<file path="src/rtl/regfile_wb_queue.sv">
// regfile_wb_queue: FIFO of completed results feeding the register-file write port, with busy mask and youngest-first forwarding.
module regfile_wb_queue #(
  parameter int DEPTH    = 4,
  parameter int LINK_REG = 31
) (
  input  logic                     Clk,
  input  logic                     rst,
  input  logic                     in_valid,
  output logic                     in_ready,
  input  logic [1:0]               in_sel,
  input  logic [4:0]               in_rd,
  input  logic [31:0]              in_alu,
  input  logic [31:0]              in_mem,
  input  logic [31:0]              in_pc,
  input  logic                     flush,
  input  logic                     wb_hold,
  output logic                     RegWrite,
  output logic [4:0]               WriteReg,
  output logic [31:0]              WriteData,
  output logic [31:0]              busy_mask,
  input  logic [4:0]               fwd_reg,
  output logic                     fwd_hit,
  output logic [31:0]              fwd_data,
  output logic [$clog2(DEPTH):0]   count
);
  localparam int AW = $clog2(DEPTH);
  localparam int CW = AW + 1;
  logic [4:0]    rd_q   [DEPTH];
  logic [4:0]    rd_d   [DEPTH];
  logic [31:0]   data_q [DEPTH];
  logic [31:0]   data_d [DEPTH];
  logic [AW-1:0] head_q, head_d, tail_q, tail_d, slot;
  logic [CW-1:0] count_q, count_d;
  logic          wr_en_q, wr_en_d, push, pop;
  logic [4:0]    wr_reg_q, wr_reg_d, new_rd;
  logic [31:0]   wr_data_q, wr_data_d, new_data;
  assign in_ready  = rst & ~flush & (count_q < CW'(DEPTH));
  assign RegWrite  = wr_en_q;
  assign WriteReg  = wr_reg_q;
  assign WriteData = wr_data_q;
  assign count     = count_q;
  always_comb begin
    push      = in_valid & in_ready & (in_sel != 2'b11);
    pop       = (count_q != '0) & ~wb_hold & ~flush;
    new_rd    = (in_sel == 2'b10) ? 5'(LINK_REG) : in_rd;
    new_data  = (in_sel == 2'b00) ? in_alu : (in_sel == 2'b01) ? in_mem : in_pc + 32'd4;
    rd_d      = rd_q;
    data_d    = data_q;
    if (push) begin
      rd_d[tail_q]   = new_rd;
      data_d[tail_q] = new_data;
    end
    tail_d    = flush ? tail_q : tail_q + AW'(push);
    head_d    = flush ? tail_q : head_q + AW'(pop);
    count_d   = flush ? '0 : count_q + CW'(push) - CW'(pop);
    wr_en_d   = pop;
    wr_reg_d  = pop ? rd_q[head_q] : wr_reg_q;
    wr_data_d = pop ? data_q[head_q] : wr_data_q;
  end
  always_comb begin
    busy_mask = wr_en_q ? (32'd1 << wr_reg_q) : '0;
    fwd_hit   = wr_en_q & (wr_reg_q == fwd_reg);
    fwd_data  = fwd_hit ? wr_data_q : '0;
    slot      = head_q;
    for (int k = 0; k < DEPTH; k++) begin
      slot = head_q + AW'(k);
      if (CW'(k) < count_q) begin
        busy_mask = busy_mask | (32'd1 << rd_q[slot]);
        if (rd_q[slot] == fwd_reg) begin
          fwd_hit  = 1'b1;
          fwd_data = data_q[slot];
        end
      end
    end
  end
  always_ff @(posedge Clk or negedge rst)
    if (!rst) begin
      head_q    <= '0;
      tail_q    <= '0;
      count_q   <= '0;
      wr_en_q   <= 1'b0;
      wr_reg_q  <= '0;
      wr_data_q <= '0;
      for (int i = 0; i < DEPTH; i++) begin
        rd_q[i]   <= '0;
        data_q[i] <= '0;
      end
    end else begin
      head_q    <= head_d;
      tail_q    <= tail_d;
      count_q   <= count_d;
      wr_en_q   <= wr_en_d;
      wr_reg_q  <= wr_reg_d;
      wr_data_q <= wr_data_d;
      rd_q      <= rd_d;
      data_q    <= data_d;
    end
endmodule

</file>
<file path="config.mk">
export PLATFORM = sky130hd
export DESIGN_NAME = regfile_wb_queue
export DESIGN_NICKNAME = d
export VERILOG_FILES = /design/src/rtl/regfile_wb_queue.sv
export SDC_FILE = /design/constraint.sdc
export NUM_CORES = 1
export LEC_CHECK = 0
export ABC_AREA = 1
export CAP_MARGIN = 20
export CORE_ASPECT_RATIO = 0.6
export CORE_MARGIN = 2
export CORE_UTILIZATION = 61
export CTS_BUF_LIST = sky130_fd_sc_hd__clkbuf_16
export DETAILED_ROUTE_END_ITERATION = 7
export PLACE_DENSITY = 0.87
export RECOVER_POWER = 25
export SETUP_SLACK_MARGIN = 0.3
export SYNTH_ARGS = -nofsm -noshare
export SYNTH_HDL_FRONTEND = slang
export SYNTH_SLANG_ARGS = --single-unit
</file>
<file path="constraint.sdc">
create_clock -name Clk -period 4 [get_ports Clk]
set_clock_uncertainty 0.1 [all_clocks]
set_input_delay 0.8 -clock Clk [delete_from_list [all_inputs] [get_ports Clk]]
set_output_delay 0.8 -clock Clk [all_outputs]
set_load 0.005 [all_outputs]
</file>
==> impl_results.md, run 1 <==
* Die Height at 131 microns
* Root Driver: clkbuf_16
* Synth unique cells at 48
* Mapped cell area at 16,300 sq um
* Post-DP HPWL at 47,300 microns
* Seq cells post-synth at 193
* GRT overflow at 10
* Hold_buf cts at 0
* Ranking of synthesized cells by area: dfrtp_1 (30%), nand2_1 (27%), nor2_1 (7.7%)
* Worst endpoint type: primary output
* Mapped Cells at 2,765
* Largest net degree at the start of global routing at 94
* Status: stopped before the end
* I/O pin total at 220
* Mean Syn Cell Area at 5.90 sq um
* Top cell type's share of synthesized area at 29.6%
* FP Rows at 46
* Number of synthesized flops with an enable pin at 0
* Register area share after synthesis at 29.6%
* First Err: [ERROR GRT-0232] Routing congestion too high. Check the congestion heatmap in the GUI.
* H-tree levels at 4
* Synth warnings at 0
* Mapped Nets at 2,886
* CTS Sinks at 193
* Most common cell in the synthesized netlist: nand2_1
* Area leader, netlist: dfrtp_1
* Inst Count DP at 3,268
* Async S/R FF share, synth at 100%
* Tot GR Track Use at 72.5%
* Starting Density at 61.9%
* Die X at 215 microns
* Port bufs at 219
* Exit stage: 5_1_grt
* Top post-synthesis cells by count: nand2_1 (1,169), nor2_1 (336), o21ai_0 (237)
* Main synth FF type: dfrtp_1
* CTS Buf Count at 17
* CTS max path bufs at 2
* Routability Congestion at 1.12
* Worst endpoint, post-GRT repair: fwd_data[25]
stage by stage:
stage          setup TNS, ns  worst slack, ns  instance area [sq um]  hold WS, ns
4_1_cts                    0           0.0316                  21400        0.403
3_5_place_dp          -0.640          -0.0942                  19100        0.385
3_3_place_gp          -0.131          -0.0524                  19100        0.374
2_1_floorplan              0            0.849                  16300        0.359
cells by family after synthesis:
logic type / after synthesis / synth area share, %
flip-flops: 193 / 29.6
adder cells (fa/ha/maj): 8 / 0.660
XOR/XNOR: 17 / 0.913
AO/OA/AOI/OAI: 435 / 15.5
AND/OR/NAND/NOR: 1745 / 43.7
buffers and inverters: 367 / 9.70
what timing repair did:
action	4_1_cts
buffers inserted	55
pin swaps	63
cloned	21
gates resized for setup	319
endpoints found under the setup margin	65
routing by layer:
metal | GRT usage, % | GRT overflow
met1 | 76.8 | 0
met2 | 86.8 | 4
met4 | 59.6 | 5
met3 | 61.3 | 1
met5 | 32.0 | 0
==> run 2: changes to the inputs <==
==> config.mk (replaced) <==
export PLATFORM = sky130hd
export DESIGN_NAME = regfile_wb_queue
export DESIGN_NICKNAME = d
export VERILOG_FILES = /design/src/rtl/regfile_wb_queue.sv
export SDC_FILE = /design/constraint.sdc
export NUM_CORES = 1
export LEC_CHECK = 0
export ABC_AREA = 1
export CAP_MARGIN = 20
export CORE_MARGIN = 2
export CORE_UTILIZATION = 40
export DETAILED_ROUTE_END_ITERATION = 7
export PLACE_DENSITY_LB_ADDON = 0.15
export RECOVER_POWER = 25
export SYNTH_ARGS = -nofsm -noshare
export SYNTH_HDL_FRONTEND = slang
export SYNTH_SLANG_ARGS = --single-unit
==> run 2 against run 1 <==
The flow now finishes, with violations (capacitance limit, slew limit, setup timing). Synthesized cell count stayed put. Area after synthesis stayed put.
==> impl_results.md, run 2 <==
* P per Cell Area at 766 nW/um^2
* Starting Density at 40.8%
* Antenna-violating nets left at 0
* Drt first pass iters at 6
* Number of synthesized flops with an enable pin at 0
* Root Driver: clkbuf_16
* Mapped Nets at 2,886
* I/O pin total at 220
* Top cell type's share of synthesized area at 29.6%
* Die X at 206 microns
* Die ar. at 42,400 sq um
* Mapped cell area at 16,300 sq um
* Area leader, netlist: dfrtp_1
* Post-Synth XOR/XNOR Area at 0.913%
* Biggest register: data_q
* Post-DP HPWL at 49,900 microns
* Initial antenna violation count at 0
* Vias per cell at 5.44
* Hold_buf cts at 0
* Peak supply drop at 459 uV
* Fin. Hold Viols at 0
* CP max FO at 13
* Residual DRC at 0
* CP Data Required Time at 3.10 ns
* H-tree levels at 4
* Max reg flops at 128
* CTS max path bufs at 2
* Synth warnings at 0
* Period utilisation layout at 103%
* Tot GR Track Use at 31.6%
* Largest family of logic cells by synthesized area: simple AND/OR/NAND/NOR gates
* Port bufs at 219
* Fill cells at 4,029
* Register area share after synthesis at 29.6%
* CORE AREA at 40,000 sq um
* Max-slew violations at 196
* First-pass GRT wire length at 102,000 microns
* Mapped Cells at 2,765
* Rel. slew slack at -18.4%
* CTS Sinks at 193
* Compound-cell area share of the yosys netlist at 15.5%
* FP Rows at 73
* Synth Area in Adders at 0.660%
* Top post-synthesis cells by count: nand2_1 (1,169), nor2_1 (336), o21ai_0 (237)
* Commonest non-fill, non-tap cells in the layout: nand2_1 (1,140), nor2_1 (294), o21ai_0 (231)
* Hold WC Path Type: reg -> reg
* Reg2Reg Depth at 12
* Async S/R FF share, synth at 100%
* GRT overflow at 0
* Worst EP arrival at 3.22 ns
* Synth unique cells at 48
* Status: complete, but fails checks
* Max-capacitance violation count at 2
* Initial DRC count at 2,080
* Reg clk slew, reported paths at 0.08 ns
* WS Path Type: reg -> out
* Mux share of post-synthesis cell area at 0%
* Finished Layout Cells at 3,532
* Worst hold stages at 2
* Least-Margin Pin Slew at 1.78 ns
* Setup crit start kind: register
* Setup violations, final at 4
* Layout area overhead at 30.2%
* Largest net degree at the start of global routing at 132
* Clock latency on the worst-skew pair at 0.47 ns
* Leak pwr at 10.3 nW
* Max Fclk at 0.243 GHz
* Ranking of synthesized cells by area: dfrtp_1 (30%), nand2_1 (27%), nor2_1 (7.7%)
* Post-route setup slack at -0.120 ns
* Mean Syn Cell Area at 5.90 sq um
* Worst Setup End Kind: output pin
* Number of diodes at 0
* Commonest non-fill, non-tap cell in the layout: nand2_1
* Simple-gate portion of the synthesized area at 43.7%
* Vias at 19,200
* Nets at 3,115
* Seq cells post-synth at 193
* Tmin final at 4.12 ns
* Wire per inst at 19.4 microns
* Vias in the first global route at 17,000
* Share of cells above drive strength 1 at 13.6%
* CTS tree: done
* CTS Buf Count at 17
* Routed WL at 68,400 microns
* Failing checks: capacitance limit, slew limit, setup timing
* Most common cell in the synthesized netlist: nand2_1
* Tot Pwr at 16.3 mW
* Die Height at 206 microns
* Inst Count DP at 3,456
* RSZ-0062 raised after global routing: yes
* Main synth FF type: dfrtp_1
* Routability Congestion at 0.957
run 2: cell counts after synthesis:
No cell type changed its count.
run 2: worst max-delay path, stage by stage (launching register included):
cell	delay, ns
dfrtp_4	0.49
buf_12	0.14
inv_8	0.08
buf_8	0.14
nand2_1	0.08
nand3_1	0.12
nand2_4	0.11
o21ai_1	0.16
nor2_2	0.06
buf_12	0.15
nand3_4	0.12
buf_12	0.17
nand2_1	0.09
nand3_1	0.10
nand2_1	0.07
a21oi_2	0.11
clkdlybuf4s50_1	0.52
run 2: per-layer routing:
| layer | routed length, microns | global-route usage [%] | share of wire [%] |
|---|---|---|---|
| met1 | 32200 | 48.9 | 47 |
| met2 | 28200 | 45.2 | 41 |
| met3 | 6780 | 5.74 | 9.9 |
| met4 | 1230 | 6.48 | 1.8 |
| met5 | 0 | 0 | 0 |
run 2: kinds of logic after synthesis:
group                      Yosys count
and+or+nand+nor                   1745
DFF                                193
buffers and inverters              367
adders and majority gates            8
AOI/OAI and AO/OA                  435
xor gates and xnor gates            17
run 2: path summary, 6_finish.rpt:
kind,slack (ns),to,from
hold reg to reg,0.40,data_q[102]$_DFFE_PN0P_,data_q[102]$_DFFE_PN0P_
min in group asynchronous,0.75,tail_q[1]$_DFFE_PN0N_,rst
setup reg to reg,1.43,count[2]$_DFF_PN0_,count[2]$_DFF_PN0_
setup / recovery,-0.12,fwd_data[23],head_q[0]$_DFF_PN0_
hold / removal,0.40,data_q[102]$_DFFE_PN0P_,data_q[102]$_DFFE_PN0P_
max in group asynchronous,0.50,WriteData[24]$_DFFE_PN0P_,rst
run 2: per-stage QoR:
stage	setup WS (ns)	TNS [ns]	hold slack (ns)	utilization (%)	cell area [sq um]
global route	-0.264	-8.15	0.429	53.1	21200
finish	-0.120	-0.158	0.401	53.1	21200
global placement	-0.109	-0.289	0.371	48.8	19500
CTS	-0.160	-0.992	0.402	51.1	20400
floorplan	0.849	0	0.359	-	16300
detailed placement	-0.148	-0.691	0.383	48.8	19500
run 2: report_power, final:
group          switching (mW)  leakage (nW)  total (mW)  internal (mW)
logic                    7.25          7.70        11.1           3.80
clock network           0.880         0.277        1.71          0.828
registers               0.711          2.36        3.51           2.80
run 2: what timing repair did:
item	CTS	global route
pin swaps	2	11
cloned	2	7
gates resized for setup	82	164
setup endpoints to repair	65	65
buffers inserted	7	28
run 2: final cells by class:
class / instances / area [sq um] / area share [%]
clock buffer: 18 / 429 / 2.02
sequential: 193 / 4840 / 22.8
timing repair buffer: 372 / 3830 / 18.0
tap: 525 / 657 / 3.09
multi-input combinational: 2207 / 10600 / 49.7
clock inverter: 14 / 143 / 0.672
inverter: 203 / 788 / 3.71
(Power assumes the default switching activity.)
